--- src/rtl/checkpoint_monitor.sv ---
// checkpoint_monitor
// Watches the firmware status word (checkbits) for phase start/end markers.
// For each of six phases it records the latency in clock edges between the
// start and end markers and the number of data-word changes seen between them.
// Marker format: 16'hAB00 + (n<<4) opens phase n, 16'hAB01 + (n<<4) closes it.
// Records are read back combinationally through rd_sel.

module checkpoint_monitor (
    input  logic        wb_clk_i,
    input  logic        wb_rst_i,
    input  logic [15:0] checkbits,
    input  logic [2:0]  rd_sel,
    output logic [31:0] rd_lat,
    output logic [7:0]  rd_wcnt,
    output logic [5:0]  done,
    output logic        busy,
    output logic [2:0]  active_id,
    output logic        err
);

    localparam logic [0:0]  ST_IDLE   = 1'b0;
    localparam logic [0:0]  ST_ACTIVE = 1'b1;
    localparam logic [31:0] CYC_MAX   = 32'hFFFF_FFFF;
    localparam logic [7:0]  WRD_MAX   = 8'hFF;
    localparam int          N_PHASE   = 6;

    // A marker word: 0xAB in the top byte, phase 0..5 in bits [7:4] and the
    // marker kind (0 = start, 1 = end) in the low nibble.
    function automatic logic is_marker(input logic [15:0] word, input logic [3:0] kind);
        return (word[15:8] == 8'hAB) && (word[3:0] == kind) && (word[7:4] <= 4'd5);
    endfunction

    // ------------------------------------------------------------------
    // Registers
    // ------------------------------------------------------------------
    logic [15:0] prev_r;
    logic [0:0]  state_r;
    logic [2:0]  id_r;
    logic [31:0] cyc_r;
    logic [7:0]  wrd_r;
    logic [31:0] lat_r  [0:N_PHASE-1];
    logic [7:0]  wcnt_r [0:N_PHASE-1];
    logic [5:0]  done_r;
    logic        err_r;
    logic        busy_r;
    logic [2:0]  active_id_r;

    // ------------------------------------------------------------------
    // Event decode
    // ------------------------------------------------------------------
    logic        event_s;
    logic        start_ev_s;
    logic        end_ev_s;
    logic        data_ev_s;
    logic [2:0]  phase_s;

    // Classify the current edge: any change of checkbits is an event, split
    // into start marker, end marker or plain data word.
    always_comb begin
        event_s    = (checkbits != prev_r);
        phase_s    = checkbits[6:4];
        start_ev_s = event_s && is_marker(checkbits, 4'h0);
        end_ev_s   = event_s && is_marker(checkbits, 4'h1);
        data_ev_s  = event_s && !start_ev_s && !end_ev_s;
    end

    // ------------------------------------------------------------------
    // Next-state logic
    // ------------------------------------------------------------------
    logic [0:0]  state_nx_s;
    logic [2:0]  id_nx_s;
    logic [31:0] cyc_nx_s;
    logic [7:0]  wrd_nx_s;
    logic        rec_s;
    logic        err_set_s;

    // Phase tracking FSM: opens a phase on a start marker, counts edges and
    // data words while open, and records on the matching end marker. Any
    // out-of-protocol marker raises the sticky error and discards the phase.
    always_comb begin
        state_nx_s = state_r;
        id_nx_s    = id_r;
        cyc_nx_s   = cyc_r;
        wrd_nx_s   = wrd_r;
        rec_s      = 1'b0;
        err_set_s  = 1'b0;
        case (state_r)
            ST_IDLE: begin
                if (start_ev_s) begin
                    state_nx_s = ST_ACTIVE;
                    id_nx_s    = phase_s;
                    cyc_nx_s   = 32'd1;
                    wrd_nx_s   = 8'd0;
                end else if (end_ev_s) begin
                    err_set_s  = 1'b1;
                    state_nx_s = ST_IDLE;
                end else begin
                    // data words while idle are ignored
                    state_nx_s = ST_IDLE;
                end
            end
            ST_ACTIVE: begin
                if (start_ev_s) begin
                    // nested start: drop the open phase and restart
                    err_set_s  = 1'b1;
                    state_nx_s = ST_ACTIVE;
                    id_nx_s    = phase_s;
                    cyc_nx_s   = 32'd1;
                    wrd_nx_s   = 8'd0;
                end else if (end_ev_s) begin
                    state_nx_s = ST_IDLE;
                    if (phase_s == id_r) begin
                        rec_s     = 1'b1;
                    end else begin
                        err_set_s = 1'b1;
                    end
                end else begin
                    if (cyc_r != CYC_MAX) begin
                        cyc_nx_s = cyc_r + 32'd1;
                    end else begin
                        cyc_nx_s = cyc_r;
                    end
                    if (data_ev_s && (wrd_r != WRD_MAX)) begin
                        wrd_nx_s = wrd_r + 8'd1;
                    end else begin
                        wrd_nx_s = wrd_r;
                    end
                end
            end
            default: begin
                state_nx_s = ST_IDLE;
            end
        endcase
    end

    // ------------------------------------------------------------------
    // Sequential state
    // ------------------------------------------------------------------

    // Control state, counters and status outputs; reset clears the previous
    // sample to zero so a nonzero word held through reset becomes an event.
    always_ff @(posedge wb_clk_i) begin
        if (wb_rst_i) begin
            prev_r      <= 16'h0000;
            state_r     <= ST_IDLE;
            id_r        <= 3'd0;
            cyc_r       <= 32'd0;
            wrd_r       <= 8'd0;
            err_r       <= 1'b0;
            busy_r      <= 1'b0;
            active_id_r <= 3'd0;
        end else begin
            prev_r      <= checkbits;
            state_r     <= state_nx_s;
            id_r        <= id_nx_s;
            cyc_r       <= cyc_nx_s;
            wrd_r       <= wrd_nx_s;
            err_r       <= err_r | err_set_s;
            busy_r      <= (state_nx_s == ST_ACTIVE);
            active_id_r <= (state_nx_s == ST_ACTIVE) ? id_nx_s : 3'd0;
        end
    end

    // Per-phase record storage: latency, word count and completion flag,
    // written when a phase closes with its own end marker.
    always_ff @(posedge wb_clk_i) begin
        if (wb_rst_i) begin
            done_r <= 6'b000000;
            for (int i = 0; i < N_PHASE; i++) begin
                lat_r[i]  <= 32'd0;
                wcnt_r[i] <= 8'd0;
            end
        end else begin
            for (int i = 0; i < N_PHASE; i++) begin
                if (rec_s && (id_r == 3'(i))) begin
                    lat_r[i]  <= cyc_r;
                    wcnt_r[i] <= wrd_r;
                    done_r[i] <= 1'b1;
                end else begin
                    lat_r[i]  <= lat_r[i];
                    wcnt_r[i] <= wcnt_r[i];
                    done_r[i] <= done_r[i];
                end
            end
        end
    end

    // ------------------------------------------------------------------
    // Readback and outputs
    // ------------------------------------------------------------------

    // Combinational record readback; unused selects 6 and 7 read as zero.
    always_comb begin
        rd_lat  = 32'd0;
        rd_wcnt = 8'd0;
        case (rd_sel)
            3'd0: begin rd_lat = lat_r[0]; rd_wcnt = wcnt_r[0]; end
            3'd1: begin rd_lat = lat_r[1]; rd_wcnt = wcnt_r[1]; end
            3'd2: begin rd_lat = lat_r[2]; rd_wcnt = wcnt_r[2]; end
            3'd3: begin rd_lat = lat_r[3]; rd_wcnt = wcnt_r[3]; end
            3'd4: begin rd_lat = lat_r[4]; rd_wcnt = wcnt_r[4]; end
            3'd5: begin rd_lat = lat_r[5]; rd_wcnt = wcnt_r[5]; end
            default: begin
                rd_lat  = 32'd0;
                rd_wcnt = 8'd0;
            end
        endcase
    end

    assign done      = done_r;
    assign busy      = busy_r;
    assign active_id = active_id_r;
    assign err       = err_r;

endmodule
--- config.mk ---
export PLATFORM = sky130hd
export DESIGN_NAME = checkpoint_monitor
export DESIGN_NICKNAME = d
export VERILOG_FILES = /design/src/rtl/checkpoint_monitor.sv
export SDC_FILE = /design/constraint.sdc
export NUM_CORES = 1
export LEC_CHECK = 0
export ABC_AREA = 1
export CAP_MARGIN = 20
export CORE_MARGIN = 2
export CORE_UTILIZATION = 39
export DETAILED_ROUTE_END_ITERATION = 6
export GPL_TIMING_DRIVEN = 1
export PLACE_DENSITY_LB_ADDON = 0.25
export SLEW_MARGIN = 20
export SYNTH_ARGS = -nofsm -noshare
export SYNTH_HDL_FRONTEND = slang
export SYNTH_SLANG_ARGS = --single-unit
export TNS_END_PERCENT = 10
--- constraint.sdc ---
create_clock -name wb_clk_i -period 7.3 [get_ports wb_clk_i]
set_input_delay 1.095 -clock wb_clk_i [delete_from_list [all_inputs] [get_ports wb_clk_i]]
set_output_delay 1.095 -clock wb_clk_i [all_outputs]
set_load 0.05 [all_outputs]
==> run metrics, run 1 <==
DR vias 10498; WP data required 6.20 ns; CTS Hold Bufs 0; Die W between 150 and 200 um; root buffer cell clkbuf_16; worst r2r dst wcnt_r[5][4]; CP max FO 32; flops & latches, synth 310; post-CTS resize count 0; initial cell density of the core 0.396; Synth Area in Simple Gates 0.250; Hold Crit Class register to register; Top FF cell, synth edfxtp_1; FF/Latch Area around 8600 um^2; area share of fa/ha/maj cells after synthesis 0.00178; Tcrit/Tclk final 0.668; max-slew violation count 0; post-synthesis cell area 14000 um^2; vias in the first global route 10136; Critical Path AT about 3.8 ns; area of the multi-input gates 4620 um^2; endpoints failing setup 0; final hold vios 0; die extent in y 194 um; Avg Inst Size Synth about 9.4 um^2; Clk Latency, worst-skew pair 0.51 ns; Core ar. 35500 um^2; Distinct cells, synth 42; Max Cap Violations 0; Post-Route WL 36000 um; leak pwr 6.46 nW; Worst Hold Path Cells 2; htree depth 2; largest net degree at the start of global routing 113; worst r2r src busy; critical path capture point type primary output; reg-to-reg slack, setup about 3.7 ns; area grow syn2layout 16.7%; xor/xnor share of the synthesized area 0.00561; Power Dens Cells 246 nW/um^2; hold_ws 0.469 ns; Synth warnings 0; Routed Antenna Nets 0; total CTS buffers 34; # DRC 0; share of layout cells above drive strength 1 0.0717; worst slew pin tran 1.02 ns; worst ir drop on vdd 0.130 mV; TritonCTS clock tree built; Setup Skew 0.0166 ns; Post-DP HPWL 21500 um; outcome finished, final reports clean; Synth Area in Compound Gates 0.0659; Max Freq 205 MHz; setup_tns 0 ns; vias per inst 5.16; row count 69; ant diodes 0; Register-to-Register Path Depth 7; Tot GR Track Use 0.193; I/O Buffers 71; die area ~38000 um^2; post-synthesis mux area share 0; RSZ-0062 raised after global routing false; gpl congestion 0.905; CP Launch Type input port; layout filler cell count between 3000 and 4000; CTS sink count 310; antenna violations before repair 0; critical path class input port to primary output; Final #Nets 1573; post-synth net total 1517; mean routed wirelength per cell 17.7 um; Hold Startpoint done[2]; Endpoint, Worst Hold done[2]; drt pass-1 iters 6; number of synthesized flops with an enable pin 240; slew margin rel. 0.321; Clock Tree Buf Depth 3; largest family of logic cells by synthesized area simple AND/OR/NAND/NOR gates; Seq/Total Area, Yosys 0.613; drt initial violations 1013; Overflow after GRT 0; ys async rst share 0; Reg clk slew, reported paths 0.06 ns; I/O pins 72; minimum clock period between 4 and 5 ns; Pwr Total 0.00403 W; Setup Buffers After CTS 0; Syn Inst Count 1494; first-pass GRT wire length 57500 um
[through the flow]
step           cells   util  setup slack [ns]  cell area (um^2)
3_3_place_gp    1974  0.428              2.38             15200
6_report        2036  0.462              2.43             16400
5_1_grt         2036  0.462              2.24             16400
4_1_cts         2035  0.461              2.36             16400
2_1_floorplan   1494      -              1.98             14000
3_5_place_dp    1974  0.428              2.35             15200
[critical path, cell delays in order]
cell and delay (ns):
clkdlybuf4s50_1 0.49, nor2_1 0.17, nand2_1 0.07, inv_1 0.25, buf_4 0.47, a22o_1 0.22, a21oi_1 0.04, nand3_1 0.13
clkdlybuf4s50_1 0.81
[metal layers]
layer,wire length (um),global-route usage
met3,1930,0.0244
met4,752,0.0506
met2,17000,0.322
met5,0,0
met1,16300,0.266
[power by group]
| part | leakage (nW) | internal [W] | switching [W] |
|---|---|---|---|
| Combinational | 2.83 | 0.0000720 | 0.000194 |
| Sequential | 3.06 | 0.00194 | 0.0000142 |
| Clock | 0.567 | 0.00111 | 0.000702 |
[cell usage in the layout, fill, tap and decap left out, types with 8 or more instances in the layout]
cell               n
a21oi_1           24
a221oi_1          14
a22o_1            19
a22oi_1           49
buf_4             18
clkbuf_16         35
clkdlybuf4s50_1   70
clkinv_1           8
dfxtp_1           70
edfxtp_1         240
inv_1            135
nand2_1          321
nand3_1           80
nand3_2            8
nand4_1           24
nor2_1           325
nor3_1            37
o21ai_0           12
[how the worst max path moves through the flow]
stage          slack, ns  depth (start not counted)          start           to
6_report            2.43                          9      rd_sel[1]   rd_lat[12]
5_1_grt             2.24                          9      rd_sel[1]   rd_lat[12]
3_5_place_dp        2.35                          9      rd_sel[1]    rd_lat[5]
4_1_cts             2.36                          9      rd_sel[1]    rd_lat[5]
2_1_floorplan       1.98                          9  checkbits[10]  lat_r[0][0]
3_3_place_gp        2.38                          9      rd_sel[1]    rd_lat[5]
[cell usage after synthesis (4+ instances only)]
master,number,share of area
a21oi_1,24,0.0086
a221oi_1,14,0.0087
a22o_1,19,0.012
a22oi_1,49,0.026
buf_2,8,0.0029
buf_4,5,0.0027
buf_6,7,0.0056
clkbuf_1,48,0.013
dfxtp_1,70,0.10
edfxtp_1,240,0.51
inv_1,135,0.036
nand2_1,322,0.086
nand2_4,4,0.0032
nand3_1,80,0.029
nand3_2,8,0.0057
nand3b_1,6,0.0032
nand4_1,24,0.011
nor2_1,325,0.087
nor3_1,41,0.015
nor4_1,5,0.0022
o21ai_0,17,0.0061
xor2_1,7,0.0044
[area by class of cell]
type | instances | area share
flip-flops and latches | 310 | 0.525
multi-input cells | 973 | 0.282
clock buffers | 40 | 0.0558
repair buffers | 90 | 0.0534
well taps | 461 | 0.0352
inverters | 141 | 0.0323
clock inverters | 21 | 0.0160
[registers in the layout (all words and copies together) (netlist names)]
signal     count
wrd_r          8
active_id      3
lat_r        192
busy           1
done           6
err            1
cyc_r         32
wcnt_r        48
id_r           3
prev_r        16
[cells by family (layout without fill, tap and decap cells)]
family,Yosys count,count (layout)
buf+inv,211,292
flops,310,310
fa+ha+maj,2,2
simple gates,830,830
compound gates,132,132
xor+xnor,9,9
No activity file was read; power rests on OpenSTA's default activity.
==> run 2, diff against run 1 <==
- clock period: 7.3 -> 4 ns (I/O delays scaled with it)
==> run 2 against run 1 <==
Non-clock buffer count unchanged; die area unchanged; register-to-register slack worse by 2.4 ns; clock power up 64%; setup slack worse by 1.5 ns; critical path type unchanged; combinational power up 120%; the flow now finishes with violations (DRC); sequential share of layout area down 1.3 points.
==> run metrics, run 2 (same netlist as run 1, synthesis figures left out) <==
ant diodes 0 (unchanged); failing checks DRC; CTS sink count 310 (unchanged); # DRC 2 (was 0); critical path class input port to primary output (unchanged); initial cell density of the core 0.396 (unchanged); CP max FO 40 (was 32); htree depth 2 (unchanged); layout filler cell count 3253 (was 3336); drt pass-1 iters 7 (was 6); hold_ws 0.467 ns (was 0.469 ns); I/O pins 72 (unchanged); Reg clk slew, reported paths 0.06 ns (about the same); leak pwr 6.64 nW (was 6.46 nW); commonest non-fill, non-tap cell in the layout nor2_1 (unchanged); TritonCTS clock tree built (unchanged); Core ar. 35500 um^2 (unchanged); gpl congestion 0.890 (was 0.905); Max Cap Violations 0 (unchanged); NetSw 0.00166 W (was 0.000910 W); drt initial violations 866 (was 1013); largest stage delay on the critical path 0.56 ns (was 0.81 ns); post-CTS resize count 0 (unchanged); Setup Skew 0.0216 ns (was 0.0166 ns); vias per inst 5.16 (about the same); worst ir drop on vdd 0.277 mV (was 0.130 mV); Post-Route WL 35400 um (was 36000 um); area grow syn2layout 19.6% (was 16.7%); Design Area, Final 16800 um^2 (was 16400 um^2); Clk Latency, worst-skew pair 0.51 ns (about the same); first-pass GRT wire length 56500 um (was 57500 um); I/O Buffers 71 (unchanged); post-place instance area 15700 um^2 (was 15200 um^2); mean routed wirelength per cell 17.4 um (was 17.7 um); Final #Nets 1574 (was 1573); max-slew violation count 0 (unchanged); DR vias 10504 (was 10498); Tcrit/Tclk final 0.780; Overflow after GRT 0 (unchanged); Tot GR Track Use 0.189 (was 0.193); Die W 194 um (unchanged); Max Freq 321 MHz; minimum clock period between 3 and 4 ns; Placed Cells 1974 (unchanged); root buffer cell clkbuf_16 (unchanged); Routed Antenna Nets 0 (unchanged); Hold Crit Class input port to register (was register to register); Clock Tree Buf Depth 3 (unchanged); Critical Path Slowest Stage Cell clkdlybuf4s50_1 (unchanged); setup_tns 0 ns (unchanged); antenna violations before repair 0 (unchanged); fin cells 2036 (unchanged); crit-path cells clkdlybuf4s50_1, inv_1, nor3_2, buf_4, a221oi_1, nand2_1, buf_12 (was clkdlybuf4s50_1, nor2_1, nand2_1, inv_1, buf_4, a22o_1, a21oi_1, nand3_1, clkdlybuf4s50_1); WP data required 3.40 ns (was 6.20 ns); Power Dens Cells 424 nW/um^2 (was 246 nW/um^2); Largest Register lat_r (unchanged); Sequential Power Share 0.502 (was 0.485); CP Launch Type input port (unchanged); Setup Buffers After CTS 0 (unchanged); endpoints failing setup 0 (unchanged); Critical Path AT 2.52 ns (was 3.78 ns); Post-DP HPWL 21300 um (was 21500 um); row count 69 (unchanged); share of layout cells above drive strength 1 0.0952 (was 0.0717); area of the multi-input gates 4620 um^2 (unchanged); die area 37500 um^2 (unchanged); RSZ-0062 raised after global routing false (unchanged); outcome finished with violations (was finished, final reports clean); largest net degree at the start of global routing 238 (was 113); largest registers lat_r: 192 flops, wcnt_r: 48 flops, cyc_r: 32 flops (unchanged); Pwr Total 0.00711 W (was 0.00403 W); logic gate share of total power 0.082 (was 0.066); total CTS buffers 35 (was 34); critical path capture point type primary output (unchanged); commonest cells after routing, fill and taps aside nor2_1, nand2_1, edfxtp_1, inv_1, nand3_1 (unchanged); slew margin rel. 0.312 (was 0.321); max FFs per register 192 (unchanged); CTS Hold Bufs 0 (unchanged); worst slew pin tran 1.03 ns (was 1.02 ns); FF/Latch Area 8610 um^2 (unchanged); final hold vios 0 (unchanged); die extent in y 194 um (unchanged); Pint 0.00545 W (was 0.00312 W); vias in the first global route 10256 (was 10136); net switching share of the total power 0.233 (was 0.226); Clk pwr share 0.416 (was 0.449)
[run 2: layout make-up]
type	instances	area share
Sequential cell	310	0.513
Tap cell	461	0.0343
Clock inverter	19	0.00782
Inverter	141	0.0315
Timing Repair Buffer	90	0.0841
Clock buffer	42	0.0543
Multi-Input combinational cell	973	0.275
[run 2: final timing paths]
kind | start | endpoint | slack, ns | cells after the start
max reg2reg | busy | cyc_r[19] | 1.36 | 7
min | wb_rst_i | err | 0.47 | 4
min reg2reg | done[0] | done[0] | 0.47 | 2
max | rd_sel[1] | rd_lat[13] | 0.88 | 7
[run 2: layer usage]
| layer | vias up | track usage | share of wire |
|---|---|---|---|
| li1 | 5112 | - | - |
| met4 | 0 | 0.0548 | 0.023 |
| met2 | 242 | 0.314 | 0.47 |
| met3 | 61 | 0.0233 | 0.041 |
| met1 | 5089 | 0.260 | 0.46 |
| met5 | - | 0 | 0 |
[run 2: power groups by stage]
stage	Clock, W	Combinational [W]	Sequential, W
2_1_floorplan	0	0.000304	0.00364
3_3_place_gp	0	0.000586	0.00363
3_5_place_dp	0	0.000589	0.00364
4_1_cts	0.00301	0.000590	0.00357
5_1_grt	0.00315	0.000620	0.00358
6_report	0.00296	0.000585	0.00357
[run 2: critical path, delay by kind of cell]
kind            cells  cell delay [ns]
buf+inv             4             1.34
simple gates        2             0.40
compound gates      1             0.16
[run 2: per-stage QoR]
stage	util	worst slack, ns
finish	0.473	0.882
global route	0.473	0.762
CTS	0.473	0.872
floorplan	-	-0.828
global placement	0.443	0.803
detailed placement	0.443	0.782
==> run 3, diff against run 2 <==
- clock period: 4 -> 2.7 ns (I/O delays scaled with it)
==> run 3 against run 2 <==
The flow now finishes without violations; sequential power grew 48%; hold slack lost 0.0050 ns; wire length grew 0.54%; design area grew 2.7%; power grew 53%; final cell count grew 1.8%; combinational power grew 55%; setup slack lost 0.50 ns; count of clock-buffer cells in the layout grew 1; register-to-register slack lost 0.92 ns; critical path type is now register to primary output; highest routed layer unchanged.
==> run metrics, run 3 (same netlist as run 1, synthesis figures left out) <==
die area 37500 um^2 (unchanged); first-pass GRT wire length 56600 um (was 56500 um); minimum clock period between 2 and 2.5 ns; Pint 0.00843 W (was 0.00545 W); largest registers lat_r: 192 flops, wcnt_r: 48 flops, cyc_r: 32 flops (unchanged); Power Dens Cells 632 nW/um^2 (was 424 nW/um^2); Routed Antenna Nets 0 (unchanged); Worst Setup Slack, final 0.387 ns (was 0.882 ns); Hold Crit Class register to register (was input port to register); Post-Route WL 35600 um (was 35400 um); Placed Cells 2009 (was 1974); logic gate share of total power 0.083 (was 0.082); DP Worst Slack 0.00709 ns (was 0.782 ns); DR vias 10582 (was 10504); Die W 194 um (unchanged); Clock Tree Buf Depth 3 (unchanged); leak pwr 6.92 nW (was 6.64 nW); die extent in y 194 um (unchanged); outcome finished, final reports clean (was finished with violations); CP Launch Type register (was input port); max-slew violation count 0 (unchanged); final hold vios 0 (unchanged); Max Freq 432 MHz; total CTS buffers 35 (unchanged); root buffer cell clkbuf_16 (unchanged); worst ir drop on vdd 0.452 mV (was 0.277 mV); hold_ws 0.462 ns (was 0.467 ns); vias in the first global route 10092 (was 10256); Max Cap Violations 0 (unchanged); vias per inst 5.10 (was 5.16); area grow syn2layout 22.9% (was 19.6%); slew margin rel. 0.283 (was 0.312); Final #Nets 1608 (was 1574); post-place instance area 16100 um^2 (was 15700 um^2); RSZ-0062 raised after global routing false (unchanged); I/O pins 72 (unchanged); antenna violations before repair 0 (unchanged); largest stage delay on the critical path 0.89 ns (was 0.56 ns); Overflow after GRT 0 (unchanged); Largest Register lat_r (unchanged); drt initial violations 910 (was 866); # DRC 0 (was 2); largest net degree at the start of global routing 238 (unchanged); worst slew pin tran 1.08 ns (was 1.03 ns); crit-path cells clkdlybuf4s50_1 (was clkdlybuf4s50_1, inv_1, nor3_2, buf_4, a221oi_1, nand2_1, buf_12); commonest cells after routing, fill and taps aside nor2_1, nand2_1, edfxtp_1, inv_1, nand3_1 (unchanged); critical path class register to primary output (was input port to primary output); initial cell density of the core 0.396 (unchanged); share of layout cells above drive strength 1 0.112 (was 0.0952); Sequential Power Share 0.485 (was 0.502); Clk Latency, worst-skew pair 0.52 ns (was 0.51 ns); Clk pwr share 0.432 (was 0.416); worst path bufs/invs 1 (was 4); critical path capture point type primary output (unchanged); Critical Path Slowest Stage Cell clkdlybuf4s50_1 (unchanged); I/O Buffers 71 (unchanged); Design Area, Final 17300 um^2 (was 16800 um^2); endpoints failing setup 0 (unchanged); CP max FO 9 (was 40); Tcrit/Tclk final 0.857; Critical Path AT 1.91 ns (was 2.52 ns); mean routed wirelength per cell 17.2 um (was 17.4 um); ant diodes 0 (unchanged); setup_tns 0 ns (unchanged); fin cells 2073 (was 2036); max FFs per register 192 (unchanged); row count 69 (unchanged); drt pass-1 iters 5 (was 7); Core ar. 35500 um^2 (unchanged); Reg clk slew, reported paths 0.06 ns (about the same); Tot GR Track Use 0.190 (was 0.189); gpl congestion 0.916 (was 0.890); Post-DP HPWL 22900 um (was 21300 um); Setup Skew 0.0234 ns (was 0.0216 ns); CTS sink count 310 (unchanged); WP data required 2.30 ns (was 3.40 ns); CTS Hold Bufs 0 (unchanged); net switching share of the total power 0.227 (was 0.233); family with the most delay on the worst path buffers and inverters (unchanged); NetSw 0.00248 W (was 0.00166 W); htree depth 2 (unchanged); TritonCTS clock tree built (unchanged); commonest non-fill, non-tap cell in the layout nor2_1 (unchanged)
-- run 3: changes by cell type in the layout (fill, tap and decap cells not counted), moves of 3 or more --
cell / before / now
buf_4: 7 / 32
buf_12: 51 / 61
clkinv_1: 8 / 13
bufinv_16: 1 / 4
clkdlybuf4s50_1: 30 / 27
clkinv_2: 7 / 4
clkinvlp_4: 4 / 1
dlymetal6s2s_1: 0 / 3
-- run 3: tightest hold or removal path, delay by kind of cell, from the launching register on --
family,cells,cell delay [ns]
flip-flops,1,0.31
AND/OR/NAND/NOR,2,0.11
-- run 3: worst paths after layout --
check	startpoint	to	slack [ns]	cells past startpoint
worst max register to register	cyc_r[1]	cyc_r[22]	0.44	12
worst max-delay path	busy	busy	0.39	1
worst min register to register	done[5]	done[5]	0.46	2
worst min-delay path	done[5]	done[5]	0.46	2
-- run 3: layout make-up --
cell class              count  area [um^2]
multi-input cells         973         4620
clock buffers              43          927
clock inverters            21          210
fillers                  3221        18200
repair buffers            124         1780
inverters                 141          529
well taps                 461          577
flip-flops and latches    310         8610
-- run 3: per-layer routing --
layer / up-vias / routed length, um / share of wire / GRT usage
li1: 5193 / - / - / -
met1: 5063 / 16500 / 0.46 / 0.270
met2: 286 / 16800 / 0.47 / 0.310
met3: 40 / 1820 / 0.051 / 0.0237
met4: 0 / 502 / 0.014 / 0.0452
met5: - / 0 / 0 / 0
-- run 3: stage by stage --
stage	total power (W)	util
finish	0.0109	0.486
global route	0.0113	0.486
CTS	0.0110	0.486
detailed placement	0.00630	0.454
global placement	0.00630	0.454
floorplan	0.00584	-
-- run 3: what timing repair did --
item / 4_1_cts / 5_1_grt
buffers inserted: 0 / 0
resized for setup: 0 / 3
endpoints found under the setup margin: 0 / 16
-- run 3: power by group through the flow --
stage | sequential [W] | combinational [W] | clock [W]
floorplan | 0.00538 | 0.000452 | 0
global placement | 0.00538 | 0.000911 | 0
detailed placement | 0.00539 | 0.000915 | 0
CTS | 0.00529 | 0.000917 | 0.00481
global route | 0.00530 | 0.000959 | 0.00501
finish | 0.00529 | 0.000905 | 0.00471
